$ cat config.mk
export PLATFORM = sky130hd
export DESIGN_NAME = vx_fetch_tagq
export DESIGN_NICKNAME = d
export VERILOG_FILES = /design/src/rtl/vx_fetch_tagq.sv
export SDC_FILE = /design/constraint.sdc
export NUM_CORES = 1
export LEC_CHECK = 0
export BUFFER_PORTS_ARGS = -buffer_cell sky130_fd_sc_hd__buf_2
export CORE_ASPECT_RATIO = 0.9
export CORE_MARGIN = 10
export CORE_UTILIZATION = 55
export CTS_CLUSTER_DIAMETER = 150
export DETAILED_ROUTE_END_ITERATION = 12
export PLACE_DENSITY_LB_ADDON = 0.25
export SLEW_MARGIN = 20
export SYNTH_ARGS = -nofsm -noshare
export SYNTH_HDL_FRONTEND = slang
export SYNTH_SLANG_ARGS = --single-unit
$ cat constraint.sdc
create_clock -name clk -period 5.9 [get_ports clk]
set_input_delay 0.295 -clock clk [delete_from_list [all_inputs] [get_ports clk]]
set_output_delay 0.295 -clock clk [all_outputs]
set_load 0.05 [all_outputs]
$ cat src/rtl/vx_fetch_tagq.sv
// Fetch stage: forwards scheduled warps to the I-cache, parks their metadata per warp,
// and rejoins I-cache responses with that metadata through a 2-entry registered queue.
module vx_fetch_tagq #(
    parameter int NUM_WARPS   = 4,
    parameter int NUM_THREADS = 4,
    parameter int PC_BITS     = 30,
    parameter int UUID_WIDTH  = 1,
    parameter int INSTR_W     = 32,
    localparam int NW_WIDTH   = (NUM_WARPS > 1) ? $clog2(NUM_WARPS) : 1
) (
    input  logic                   clk,
    input  logic                   reset,

    input  logic                   sched_valid,
    output logic                   sched_ready,
    input  logic [NW_WIDTH-1:0]    sched_wid,
    input  logic [NUM_THREADS-1:0] sched_tmask,
    input  logic [PC_BITS-1:0]     sched_pc,
    input  logic [UUID_WIDTH-1:0]  sched_uuid,

    output logic                   icache_req_valid,
    input  logic                   icache_req_ready,
    output logic [PC_BITS-1:0]     icache_req_addr,
    output logic [NW_WIDTH-1:0]    icache_req_tag,

    input  logic                   icache_rsp_valid,
    output logic                   icache_rsp_ready,
    input  logic [NW_WIDTH-1:0]    icache_rsp_tag,
    input  logic [INSTR_W-1:0]     icache_rsp_data,

    output logic                   fetch_valid,
    input  logic                   fetch_ready,
    output logic [NW_WIDTH-1:0]    fetch_wid,
    output logic [NUM_THREADS-1:0] fetch_tmask,
    output logic [PC_BITS-1:0]     fetch_pc,
    output logic [UUID_WIDTH-1:0]  fetch_uuid,
    output logic [INSTR_W-1:0]     fetch_instr,

    output logic [NUM_WARPS-1:0]   pending_mask,
    output logic                   err_spurious,
    output logic                   busy
);

    typedef struct packed {
        logic [NW_WIDTH-1:0]    wid;
        logic [NUM_THREADS-1:0] tmask;
        logic [PC_BITS-1:0]     pc;
        logic [UUID_WIDTH-1:0]  uuid;
        logic [INSTR_W-1:0]     instr;
    } entry_t;

    logic [NUM_THREADS-1:0] tbl_tmask [NUM_WARPS];
    logic [PC_BITS-1:0]     tbl_pc    [NUM_WARPS];
    logic [UUID_WIDTH-1:0]  tbl_uuid  [NUM_WARPS];

    entry_t               q0, q1, push_entry;
    logic [1:0]           count;
    logic [NUM_WARPS-1:0] pending_next;
    logic                 sched_blocked, req_fire, rsp_fire, rsp_hit, push, pop;

    // A pending warp holds the scheduler; this is normal back-pressure, not an error.
    assign sched_blocked    = pending_mask[sched_wid];
    assign icache_req_valid = reset & sched_valid & ~sched_blocked;
    assign sched_ready      = reset & icache_req_ready & ~sched_blocked;
    assign icache_req_addr  = sched_pc;
    assign icache_req_tag   = sched_wid;
    assign req_fire         = icache_req_valid & icache_req_ready;

    // Ready comes from the registered count only, so a full queue never accepts even on a pop.
    assign icache_rsp_ready = reset & (count < 2'd2);
    assign rsp_fire         = icache_rsp_valid & icache_rsp_ready;
    assign rsp_hit          = pending_mask[icache_rsp_tag];
    assign push             = rsp_fire & rsp_hit;

    assign fetch_valid = (count != 2'd0);
    assign pop         = fetch_valid & fetch_ready;
    assign fetch_wid   = q0.wid;
    assign fetch_tmask = q0.tmask;
    assign fetch_pc    = q0.pc;
    assign fetch_uuid  = q0.uuid;
    assign fetch_instr = q0.instr;
    assign busy        = (|pending_mask) | fetch_valid;

    always_comb begin
        push_entry.wid   = icache_rsp_tag;
        push_entry.tmask = tbl_tmask[icache_rsp_tag];
        push_entry.pc    = tbl_pc[icache_rsp_tag];
        push_entry.uuid  = tbl_uuid[icache_rsp_tag];
        push_entry.instr = icache_rsp_data;
    end

    always_comb begin
        pending_next = pending_mask;
        if (push)
            pending_next[icache_rsp_tag] = 1'b0;
        if (req_fire)
            pending_next[sched_wid] = 1'b1;
    end

    always_ff @(posedge clk) begin
        if (!reset) begin
            pending_mask <= '0;
            count        <= 2'd0;
            err_spurious <= 1'b0;
        end else begin
            pending_mask <= pending_next;
            if (rsp_fire && !rsp_hit)
                err_spurious <= 1'b1;
            case ({push, pop})
                2'b10:   count <= count + 2'd1;
                2'b01:   count <= count - 2'd1;
                default: count <= count;
            endcase
        end
    end

    // Data storage needs no reset; validity is carried by count and pending_mask.
    always_ff @(posedge clk) begin
        if (req_fire) begin
            tbl_tmask[sched_wid] <= sched_tmask;
            tbl_pc[sched_wid]    <= sched_pc;
            tbl_uuid[sched_wid]  <= sched_uuid;
        end
        case ({push, pop})
            2'b10: begin
                if (count == 2'd0)
                    q0 <= push_entry;
                else
                    q1 <= push_entry;
            end
            2'b01:   q0 <= q1;
            2'b11:   q0 <= push_entry;
            default: ;
        endcase
    end

endmodule
======== After elaboration in Yosys (flattened, before gate mapping) ========
Memory sizes are Yosys's and may differ from the RTL's.
Cells that the tools add are included.
word-level totals
  input bits .............................. 77
  memories ................................ 3
  flip-flop bits (word level) ............. 145
  memory bits (writable) .................. 140
operators by class
  $add $sub $neg .......................... 2
  muxes and demuxes ....................... 15
  order comparisons ....................... 5
  reductions and logical operators ........ 11
  bitwise gates (word level) .............. 15
  equal/unequal tests ..................... 4
memories
  name       depth  bits a word  rd ports  clocked after Yosys merged registers in  write ports  line  RTL
  tbl_pc     4      30           1         0                                        1            53    logic [PC_BITS-1:0] tbl_pc [NUM_WARPS];
  tbl_tmask  4      4            1         0                                        1            52    logic [NUM_THREADS-1:0] tbl_tmask [NUM_WARPS];
  tbl_uuid   4      1            1         0                                        1            54    logic [UUID_WIDTH-1:0] tbl_uuid [NUM_WARPS];
operators by type and width
  kind                   count
  $pmux W69 S3           1
  $mux W69               1
  $and A1 B1 Y1          9
  $mux W4                2
  $lt A2 B3 Y1 const B   2
  $mux W1                6
  $and A4 B4 Y4          1
  $bmux W1 S2            2
  $demux W1 S2           2
  $eq A2 B2 Y1 const B   2
  $ge A2 B1 Y1 const B   2
  $not A4 Y4             1
  $or A4 B4 Y4           1
  $pmux W2 S2            1
  $reduce_and A2 Y1      2
  $reduce_bool A2 Y1     2
  $reduce_or A4 Y1       1
  $logic_and A1 B1 Y1    3
  $reduce_bool A3 Y1     1
  $add A2 B1 Y2 const B  1
  $eq A2 B1 Y1 const B   1
  $logic_not A2 Y1       1
  $lt A2 B2 Y1 const B   1
  $ne A2 B2 Y1 const B   1
  other kinds (4)        5

======== Longest topological paths before layout ========
Gate-level depths: netlist of run 1.
  depth in word-level cells ............... 9
  depth in mapped cells ................... 6
  depth with buffers taken out ............ 3

======== Least setup slack after synthesis of run 1 ========
OpenSTA, ideal clock, no wires.
  path type ............................... input port to flip-flop
  start ................................... in sched_wid[0]
  end ..................................... mem tbl_pc[2][0], enable pin
  data arrival time ....................... 3.978 ns
  setup time .............................. 0.478 ns
  path slack .............................. 1.444 ns
  data required time ...................... 5.422 ns
  cell stages on the path ................. 4
  cells stage by stage .................... clkbuf_1 > mux4_2 > nand4b_1 > nor3b_1
on the way
  longest elaborated chain between the ends .. 7
ends and longest elaborated chain
  element                        line  RTL
  from (decl)                    16    input logic [NW_WIDTH-1:0] sched_wid,
  $bmux W1 S2                    62    assign sched_blocked = pending_mask[sched_wid];
  $mux W1 (not written as such)  62
  $not A1 Y1                     63    assign icache_req_valid = reset & sched_valid & ~sched_blocked;
  $and A1 B1 Y1                  63
  $and A1 B1 Y1                  67    assign req_fire = icache_req_valid & icache_req_ready;
  $mux W1                        119   if (req_fire) begin
  $mux W1 (not written as such)  121   tbl_pc[sched_wid] <= sched_pc;
  to (decl)                      53
Parallel ways exist; a longest one is shown, timed or not. The select of a mux whose other input is x is not followed.

======== Worst setup path after layout of run 1 ========
  start ................................... in icache_rsp_tag[1]
  end ..................................... reg q0, in the netlist fetch_instr[5] (data pin)
on the way
  longest elaborated chain between the ends .. 5
  elaborated cells between the ends (all ways) .. 7
  classes of those cells .................. eq/ne: 3; mux: 3; bitwise: 1
ends and longest elaborated chain
  element                                              line  RTL
  from (decl)                                          28    input logic [NW_WIDTH-1:0] icache_rsp_tag,
  $bmux W1 S2 (*)                                      72    assign rsp_hit = pending_mask[icache_rsp_tag];
  $mux W1 (not written as such) (*)                    72
  $and A1 B1 Y1 (*)                                    73    assign push = rsp_fire & rsp_hit;
  $eq A2 B2 Y1 / $eq A2 B1 Y1 (equally long branches)  124   case ({push, pop})
  $pmux W69 S3 (*)                                     124
  to (signal assigned)                                 127   q0 <= push_entry;
  to (signal assigned)                                 131   2'b01: q0 <= q1;
  to (signal assigned)                                 132   2'b11: q0 <= push_entry;
  to (decl)                                            56    entry_t q0, q1, push_entry;
Mark *: on every way between the ends. The rest lies on a longest branch, timed or not. The select of a mux whose other input is x is not followed.
A chain may end at the register's enable or synchronous reset.

==> reports/metrics.csv, run 1 <==
stage,metric,value,unit
sta,f_max,0.319,GHz
layout,share of layout cells above drive strength 1,45.7,%
setup_path,slowest CP cell,buf_2,
route,DRC viols,0,
setup_path,Top delay family on crit path,buffers and inverters,
clock_tree,Root Driver,clkbuf_16,
yosys,yosys warns,0,
layout,"commonest non-fill, non-tap cells in the layout","278 x edfxtp_1, 187 x buf_2, 59 x mux2_2, 58 x dlygate4sd3_1, 37 x mux4_2",
yosys,Syn Nets,561,
setup_path,reg2reg end,fetch_instr[5]$_DFFE_PP_,
layout,Layout Area Growth over Synthesis,23.3,%
sta,RSZ-0062 raised after global routing,false,
placed_design,PortBufs,187,
setup_path,CP bufs+invs,2,
setup_path,WP data required,6.17,ns
flow_run,Max-cap violations,0,
sta,Fin. Hold Viols,0,
placed_design,gp weighted congestion,0.802,
clock_tree,Bufs on Longest Clock Path,3,
route,post-route ant nets,0,
route,via count,5290,
route,DR WL/cell,21.0,um
grt,GRT Total Usage,15.6,%
grt,initial antenna violation count,0,
layout,post-layout util,68.9,%
pwr,pwr/cell area,323,mW/mm^2
route,vias per inst,5.37,
clock_tree,worst skew pair latency,0.52,ns
yosys,post-synth top area cell,edfxtp_1,
setup_path,max incr delay on CP,0.76,ns
setup_path,crit-path cells,buf_2 -> mux4_2 -> a21oi_4 -> buf_4 -> mux2_2,
placed_design,Inst Count DP,876,
pwr,Final Power,4.26,mW
grt,largest net degree at the start of global routing,72,
yosys,Post-Syn Area,0.0107,mm^2
pwr,Max rail drop VDD,247,uV
placed_design,DP HPWL,12000,um
setup_path,CP Launch Point,icache_rsp_tag[1],
setup_path,CP arrival,3.40,ns
clock_tree,CTS H-tree depth,1,
yosys,Syn Area/Cell,22.1,um^2
yosys,post-synthesis sequential area ratio,79.3,%
route,Total Wirelength,20700,um
clock_tree,cts repair resizes,0,
sta,clk_skew,0.0131,ns
grt,global-route wire length before repair,32100,um
clock_tree,"Reg clk slew, reported paths",0.06,ns
layout,"commonest non-fill, non-tap cell in the layout",edfxtp_1,
yosys,"Async S/R FF share, synth",0,%
setup_path,reg2reg setup slack,2.91,ns
hold_path,hold depth,1,
floorplanning,area of the core,0.0192,mm^2
route,drt initial violations,362,
sta,Setup TNS Final,0,ns
hold_path,Hold Crit Class,in2reg,
yosys,#FFs+latches synth,285,
floorplanning,die width,167,um
setup_path,path depth of the worst reg2reg path,4,
grt,total gr overflow,0,
hold_path,Worst Min Path Start,sched_pc[17],
pwr,leak pwr,4.63,nW
yosys,number of synthesized flops with an enable pin,278,
floorplanning,die area,0.0254,mm^2
sta,min Tclk post-route,3.13,ns
sta,"Slew Viols, Final",0,
sta,Max-slew headroom,29.8,%
setup_path,Startpoint Class,input pin,
floorplanning,Site Rows,48,
setup_path,worst r2r src,pending_mask[3]$_SDFF_PN0_,
grt,vias in the first global route,5827,
hold_path,Hold Path Sink,tbl_pc[1][17]$_DFFE_PP_,
layout,Antenna Diode Count,0,
yosys,count of cell types in the netlist,31,
setup_path,Critical Path Sink Type,flip-flop,
floorplanning,Initial Util,55.9,%
sta,Tcrit/Tclk final,53.1,%
layout,Layout Nets,791,
floorplanning,io pins,188,
route,DR pass1 iterations,5,
setup_path,Levels on crit path,5,
sta,Min Hold Slack,0.0197,ns
clock_tree,CTS tree,built,
yosys,Most used DFF post-synth,edfxtp_1,
floorplanning,Chip Height,152,um
yosys,share of the synthesized area in the top cell type,78.0,%
yosys,Post-Synthesis Cells,484,
setup_path,Worst Setup Path Type,in2reg,
setup_path,peak fanout along the critical path,50,
yosys,Synth area leaders,"edfxtp_1 78%, mux4_2 7.8%, mux2_2 6.2%, buf_4 2.3%, dfxtp_1 1.3%",
sta,Worst Max-Slew Pin Slew,1.05,ns
clock_tree,CTS Buf Count,28,
clock_tree,clock sinks,285,
layout,fin cells,986,
run_status,outcome,"finished, final reports clean",
sta,Final Setup Violations,0,
-- power breakdown --
group / total [mW] / internal (mW) / switching (mW) / leakage [nW]
registers: 2.25 / 2.24 / 0.00549 / 2.56
clock network: 1.74 / 1.03 / 0.711 / 0.442
logic: 0.269 / 0.107 / 0.162 / 1.63
-- how the worst max path moves through the flow --
| stage | to | slack [ns] |
|---|---|---|
| finish | fetch_instr[5]$_DFFE_PP_ | 2.77 |
| floorplan | tbl_pc[2][0]$_DFFE_PP_ | 1.44 |
| global route | fetch_instr[5]$_DFFE_PP_ | 2.62 |
| global placement | fetch_instr[31]$_DFFE_PP_ | 2.25 |
| CTS | fetch_instr[7]$_DFFE_PP_ | 2.71 |
| detailed placement | fetch_instr[7]$_DFFE_PP_ | 2.15 |
-- repair_timing --
action / in CTS / in global routing
buffers inserted: 0 / 0
hold buffers: 58 / 0
hold endpoints to repair: 133 / 0
-- per-stage QoR --
| step | cell area (um^2) | setup slack [ns] |
|---|---|---|
| 6_report | 13200 | 2.77 |
| 5_1_grt | 13200 | 2.62 |
| 4_1_cts | 13200 | 2.71 |
| 3_5_place_dp | 11700 | 2.15 |
| 3_3_place_gp | 11700 | 2.25 |
| 2_1_floorplan | 10700 | 1.44 |
-- cell usage after synthesis (2+ instances only) --
cell type,number
o21ai_0,4
and4b_1,2
clkbuf_1,6
buf_4,33
nor2_1,2
mux2_1,10
inv_1,2
mux4_2,37
and2_1,2
buf_1,3
edfxtp_1,278
buf_2,8
a31oi_1,2
nand2_1,4
nor3b_1,4
a41oi_1,2
o21a_1,2
mux2_2,59
nor2b_1,6
dfxtp_1,7
-- cells by family after synthesis --
kind of cell,after synthesis,synth area share [%]
flops,285,79.3
mux,106,15.0
buf+inv,53,3.18
simple gates,27,1.61
compound gates,13,0.865
-- area by class of cell --
| type | instances | area, um^2 |
|---|---|---|
| Clock buffer | 35 | 748 |
| Clock inverter | 17 | 164 |
| Fill cell | 1216 | 5960 |
| Inverter | 2 | 7.51 |
| Multi-Input combinational cell | 146 | 1920 |
| Sequential cell | 285 | 8490 |
| Tap cell | 250 | 313 |
| Timing Repair Buffer | 251 | 1560 |
-- layer usage --
metal  routed length, um  share of wire, %  global-route usage, %
met1                8860                43                   20.0
met5                   0                 0                      0
met3                1550               7.5                   3.89
met2                9990                48                   26.5
met4                 308               1.5                   3.55
-- sequential cells by signal, summed over array words and instances, names as in the netlist --
register / count
count: 2
err_spurious: 1
fetch_instr: 32
fetch_pc: 30
fetch_tmask: 4
fetch_uuid: 1
fetch_wid: 2
pending_mask: 4
q1: 69
tbl_pc: 120
tbl_tmask: 16
tbl_uuid: 4
Power figures use the tool's default switching activity.
==> run 2, diff against run 1 <==
--- a/config.mk
+++ b/config.mk
@@ -8,7 +8,7 @@
 export BUFFER_PORTS_ARGS = -buffer_cell sky130_fd_sc_hd__buf_2
 export CORE_ASPECT_RATIO = 0.9
 export CORE_MARGIN = 10
-export CORE_UTILIZATION = 55
+export CORE_UTILIZATION = 50
 export CTS_CLUSTER_DIAMETER = 150
 export DETAILED_ROUTE_END_ITERATION = 12
 export PLACE_DENSITY_LB_ADDON = 0.25
==> constraint.sdc (replaced) <==
create_clock -name clk -period 2.6 [get_ports clk]
set_input_delay 0.13 -clock clk [delete_from_list [all_inputs] [get_ports clk]]
set_output_delay 0.13 -clock clk [all_outputs]
set_load 0.05 [all_outputs]
==> reports/metrics.csv, run 2 (synthesis results as in run 1) <==
stage,metric,value,unit,change
setup_path,worst r2r src,count[1]$_SDFFE_PN0P_,,
setup_path,Worst Setup Path Type,reg2reg,,
floorplanning,Site Rows,50,,+4.2%
sta,Setup TNS Final,0,ns,unchanged
pwr,Max rail drop VDD,480,uV,+95%
route,via count,5413,,+2.3%
layout,Largest register FFs,120,,unchanged
clock_tree,Root Driver,clkbuf_16,,
setup_path,Critical Path Sink Type,flip-flop,,
hold_path,Worst Min Path Start,icache_rsp_valid,,
layout,Layout Cell Area excl Fill,0.0135,mm^2,+2.1%
sta,RSZ-0062 raised after global routing,false,,
route,drt initial violations,482,,+33%
layout,Layout Area Growth over Synthesis,25.9,%,
hold_path,hold depth,3,,+2
clock_tree,postcts setup bufs,0,,unchanged
route,vias per inst,5.22,,-2.7%
run_status,outcome,"finished, final reports clean",,
route,DR pass1 iterations,5,,unchanged
clock_tree,"Reg clk slew, reported paths",0.06,ns,about the same
floorplanning,Chip Height,159,um,+4.2%
layout,"commonest non-fill, non-tap cell in the layout",edfxtp_1,,
placed_design,Post-DP Area,0.0119,mm^2,+1.6%
hold_path,Hold Crit Class,in2reg,,
placed_design,gp weighted congestion,0.796,,-0.80%
clock_tree,CTS Buf Count,29,,+3.6%
setup_path,reg2reg setup slack,0.34,ns,-2.57 ns
placed_design,DP HPWL,12700,um,+6.2%
layout,Top reg by flops,tbl_pc,,
sta,Worst Max-Slew Pin Slew,1.07,ns,+0.0189 ns
layout,Fill cells,1426,,+17%
setup_path,WP data required,2.75,ns,-3.42 ns
layout,Layout Nets,806,,+1.9%
floorplanning,die width,174,um,+4.3%
sta,Fin. Hold Viols,0,,unchanged
sta,setup ws final,0.341,ns,-2.43 ns
sta,min Tclk post-route,2.26,ns,
placed_design,pre-CTS setup slack,0.373,ns,-1.78 ns
grt,global-route wire length before repair,33500,um,+4.4%
grt,GRT Total Usage,15.0,%,-0.62 points
floorplanning,Initial Util,51.1,%,-4.8 points
pwr,Final Power,9.72,mW,+130%
floorplanning,io pins,188,,unchanged
flow_run,Max-cap violations,0,,unchanged
setup_path,reg2reg end,q1[9]$_DFFE_PP_,,
sta,f_max,0.443,GHz,
pwr,pwr/cell area,721,mW/mm^2,+120%
sta,Final Setup Violations,0,,unchanged
layout,Antenna Diode Count,0,,unchanged
clock_tree,worst skew pair latency,0.54,ns,+0.02 ns
grt,total gr overflow,0,,unchanged
layout,post-layout util,64.3,%,-4.6 points
sta,"Slew Viols, Final",0,,unchanged
clock_tree,clock sinks,285,,unchanged
clock_tree,CTS H-tree depth,1,,unchanged
setup_path,peak fanout along the critical path,71,,+42%
setup_path,path depth of the worst reg2reg path,2,,-2
sta,Max-slew headroom,28.5,%,-1.3 points
grt,initial antenna violation count,0,,unchanged
route,post-route ant nets,0,,unchanged
pwr,leak pwr,4.73,nW,+2.0%
sta,Tcrit/Tclk final,86.9,%,
route,DRC viols,0,,unchanged
setup_path,Startpoint Class,flip-flop,,
sta,clk_skew,0.0126,ns,-0.000416 ns
grt,largest net degree at the start of global routing,72,,unchanged
floorplanning,die area,0.0277,mm^2,+8.7%
layout,"commonest non-fill, non-tap cells in the layout","278 x edfxtp_1, 187 x buf_2, 68 x dlygate4sd3_1, 59 x mux2_2, 37 x mux4_2",,
hold_path,Hold Path Sink,err_spurious$_SDFFE_PN0P_,,
layout,share of layout cells above drive strength 1,45.7,%,about the same
grt,vias in the first global route,5928,,+1.7%
placed_design,PortBufs,187,,unchanged
route,Total Wirelength,21800,um,+5.1%
route,DR WL/cell,21.0,um,about the same
floorplanning,area of the core,0.0210,mm^2,+9.4%
setup_path,CP arrival,2.41,ns,-0.99 ns
clock_tree,CTS tree,built,,
clock_tree,Bufs on Longest Clock Path,3,,unchanged
-- run 2: changes by cell type in the layout (fill, tap and decap cells not counted), sizes merged --
cell | before | now
clkbuf | 35 | 36
buf | 193 | 197
clkinv | 11 | 12
dlygate4sd3 | 58 | 68
clkinvlp | 2 | 1
-- run 2: worst max-delay path by stage --
stage                                           from                endpoint  depth (start not counted)
after floorplan           pending_mask[3]$_SDFF_PN0_  tbl_pc[2][0]$_DFFE_PP_                          3
after global placement         count[1]$_SDFFE_PN0P_        q1[48]$_DFFE_PP_                          2
after detailed placement       count[1]$_SDFFE_PN0P_        q1[48]$_DFFE_PP_                          2
after CTS                      count[1]$_SDFFE_PN0P_         q1[9]$_DFFE_PP_                          2
after global routing           count[1]$_SDFFE_PN0P_        q1[24]$_DFFE_PP_                          2
final                          count[1]$_SDFFE_PN0P_         q1[9]$_DFFE_PP_                          2
-- run 2: area by class of cell --
type                       count  area (um^2)  share of cell area, %
sequential                   285         8500                   63.1
multi-input combinational    146         1940                   14.4
timing repair buffer         265         1770                   13.1
clock buffer                  36          752                   5.58
tap                          286          358                   2.65
clock inverter                17          158                   1.17
inverter                       2         7.51                 0.0557
-- run 2: repair_timing --
item / CTS / global route
hold buffers: 68 / 0
endpoints found under the hold margin: 211 / 0
gates resized for setup: 0 / 0
-- run 2: stage by stage --
stage	hold WS [ns]	cells
floorplan	0.229	484
CTS	0.0111	1037
global placement	0.321	916
global route	0.0433	1037
finish	0.0284	1037
detailed placement	0.320	916
-- run 2: critical path, stage by stage (launching register included) --
cell	delay (ns)
dfxtp_1	0.36
and3b_1	0.48
and3_4	1.00
-- run 2: where the power goes --
group          total [mW]  switching (mW)  internal (mW)
registers            5.10          0.0130           5.09
clock network        3.98            1.64           2.34
logic               0.633           0.374          0.259
total                9.72            2.03           7.69
-- run 2: metal layers --
metal | track usage [%] | vias to the layer above | wire (um)
li1 | - | 2427 | -
met1 | 19.4 | 2743 | 9650
met2 | 24.8 | 209 | 10300
met3 | 4.03 | 34 | 1430
met4 | 3.57 | 0 | 370
met5 | 0 | - | 0
==> run 3, diff against run 2 <==
--- a/config.mk
+++ b/config.mk
@@ -11,7 +11,7 @@
 export CORE_UTILIZATION = 50
 export CTS_CLUSTER_DIAMETER = 150
 export DETAILED_ROUTE_END_ITERATION = 12
-export PLACE_DENSITY_LB_ADDON = 0.25
+export PLACE_DENSITY = 0.82
 export SLEW_MARGIN = 20
 export SYNTH_ARGS = -nofsm -noshare
 export SYNTH_HDL_FRONTEND = slang
==> constraint.sdc (replaced) <==
create_clock -name clk -period 1.91 [get_ports clk]
set_input_delay 0.0955 -clock clk [delete_from_list [all_inputs] [get_ports clk]]
set_output_delay 0.0955 -clock clk [all_outputs]
set_load 0.05 [all_outputs]
==> reports/metrics.csv, run 3 (synthesis results as in run 1) <==
stage,metric,value,unit,change
run_status,outcome,"finished, violations left",,
run_status,failing checks,negative setup slack,,
layout,Top reg by flops,tbl_pc,,
layout,Layout Nets,865,,+7.3%
floorplanning,die area,0.0277,mm^2,unchanged
placed_design,PortBufs,187,,unchanged
sta,Final Setup Violations,211,,+211
route,DR WL/cell,23.0,um,+9.4%
floorplanning,Initial Util,51.1,%,unchanged
layout,share of layout cells above drive strength 1,51.2,%,+5.6 points
setup_path,CP arrival,2.30,ns,-0.11 ns
route,drt initial violations,517,,+7.3%
pwr,leak pwr,5.39,nW,+14%
layout,flip-flop and latch area,0.00850,mm^2,unchanged
layout,Layout Area Growth over Synthesis,37.3,%,
clock_tree,"Reg clk slew, reported paths",0.06,ns,about the same
layout,"commonest non-fill, non-tap cells in the layout","278 x edfxtp_1, 184 x buf_2, 69 x dlygate4sd3_1, 65 x mux2_4, 43 x clkbuf_16",,
grt,global-route wire length before repair,35400,um,+5.6%
floorplanning,Chip Height,159,um,unchanged
setup_path,Critical Path Sink Type,flip-flop,,
sta,Tcrit/Tclk final,109,%,+22 points
layout,Layout Cell Area excl Fill,0.0147,mm^2,+9.0%
route,DR pass1 iterations,5,,unchanged
sta,Worst Max-Slew Pin Slew,0.587,ns,-0.485 ns
floorplanning,die width,174,um,unchanged
layout,Fill cells,1233,,-14%
sta,RSZ-0062 raised after global routing,true,,
sta,Max-slew headroom,60.8,%,+32 points
layout,Antenna Diode Count,0,,unchanged
flow_run,Max-cap violations,0,,unchanged
grt,M3 GR Usage,3.65,%,-0.38 points
floorplanning,area of the core,0.0210,mm^2,unchanged
pwr,pwr/cell area,875,mW/mm^2,+21%
setup_path,peak fanout along the critical path,5,,-93%
clock_tree,CTS tree,built,,
grt,met1 usage,19.5,%,+0.092 points
sta,f_max,0.482,GHz,+8.9%
setup_path,WP data required,2.14,ns,-0.61 ns
grt,most crowded layer after global routing,met2,,
sta,setup ws final,-0.164,ns,-0.505 ns
layout,Largest register FFs,120,,unchanged
placed_design,gp weighted congestion,0.739,,-7.2%
clock_tree,CTS H-tree depth,1,,unchanged
sta,clk_skew,0.0208,ns,+0.00815 ns
clock_tree,CTS Buf Count,27,,-6.9%
clock_tree,worst skew pair latency,0.53,ns,about the same
sta,min Tclk post-route,2.07,ns,-0.185 ns
floorplanning,Site Rows,50,,unchanged
clock_tree,Bufs on Longest Clock Path,3,,unchanged
clock_tree,clock sinks,285,,unchanged
route,via count,5787,,+6.9%
placed_design,Post-DP Area,0.0124,mm^2,+4.3%
route,post-route ant nets,0,,unchanged
pwr,Max rail drop VDD,1000,uV,+110%
layout,"commonest non-fill, non-tap cell in the layout",edfxtp_1,,
layout,area occupied by multi-input gates,0.00219,mm^2,+13%
layout,post-layout util,70.1,%,+5.8 points
route,DRC viols,0,,unchanged
route,Total Wirelength,25100,um,+15%
clock_tree,Root Driver,clkbuf_16,,
grt,total gr overflow,0,,unchanged
sta,Fin. Hold Viols,0,,unchanged
route,vias per inst,5.29,,+1.3%
grt,initial antenna violation count,0,,unchanged
floorplanning,io pins,188,,unchanged
grt,GRT Total Usage,15.9,%,+0.90 points
grt,met2 Use GR,28.2,%,+3.4 points
hold_path,Hold Crit Class,in2reg,,
grt,vias in the first global route,6119,,+3.2%
setup_path,Worst Setup Path Type,reg2reg,,
grt,largest net degree at the start of global routing,51,,-29%
setup_path,Startpoint Class,flip-flop,,
placed_design,DP HPWL,14100,um,+11%
sta,"Slew Viols, Final",0,,unchanged
-- run 3: changes by cell type in the layout (fill, tap and decap cells not counted), moves of 6 or more --
cell / change
buf_4: +15
mux2_1: -10
buf_16: +6
mux2_4: +65
mux2_2: -55
buf_12: +9
buf_6: +13
clkbuf_16: +14
-- run 3: worst paths after layout --
kind / start / cells after the start / to / slack (ns)
setup / recovery: pending_mask[2]$_SDFF_PN0_ / 6 / tbl_pc[1][22]$_DFFE_PP_ / -0.16
setup reg to reg: pending_mask[2]$_SDFF_PN0_ / 6 / tbl_pc[1][22]$_DFFE_PP_ / -0.16
hold / removal: sched_valid / 4 / pending_mask[3]$_SDFF_PN0_ / 0.06
hold reg to reg: pending_mask[2]$_SDFF_PN0_ / 1 / pending_mask[2]$_SDFF_PN0_ / 0.49
-- run 3: timing repair --
item / 4_1_cts / 5_1_grt
gates cloned: 4 / 20
setup endpoints to repair: 164 / 205
pin swaps: 2 / 2
buffers inserted: 11 / 5
hold buffers: 69 / 0
endpoints found under the hold margin: 208 / 0
gates resized for setup: 16 / 24
-- run 3: final cells by class --
type | count | area share, %
Clock buffer | 40 | 5.20
Timing Repair Buffer | 326 | 19.2
Multi-Input combinational cell | 146 | 14.9
Sequential cell | 285 | 57.8
Inverter | 2 | 0.0511
Tap cell | 286 | 2.43
Clock inverter | 9 | 0.332
-- run 3: per-layer routing --
metal	routed length, um	share of wire [%]
met5	0	0
met4	441	1.8
met3	1730	6.9
met2	13300	53
met1	9680	39
-- run 3: power breakdown --
group / internal, mW / total (mW) / switching [mW]
clock network: 2.76 / 4.90 / 2.14
registers: 6.93 / 6.94 / 0.0186
logic: 0.473 / 1.02 / 0.550
total: 10.2 / 12.9 / 2.71
-- run 3: worst max-delay path, cell delays in order, from the launching register on --
cell and delay (ns):
dfxtp_4 0.35, mux4_2 0.47, nand4b_1 0.22, buf_6 0.17
nor3b_4 0.22, buf_6 0.18, clkbuf_16 0.16
-- run 3: metrics by stage --
stage	TNS (ns)	instances	setup slack, ns	power (mW)	hold slack, ns
after floorplan	-119.28	484	-0.840	7.66	0.194
after global placement	-7.04	938	-0.0965	7.87	0.290
after detailed placement	-10.72	938	-0.119	7.91	0.291
after CTS	-11.48	1071	-0.0934	12.9	0.0235
after global routing	-30.35	1094	-0.215	13.3	0.0551
final	-22.88	1094	-0.164	12.9	0.0622
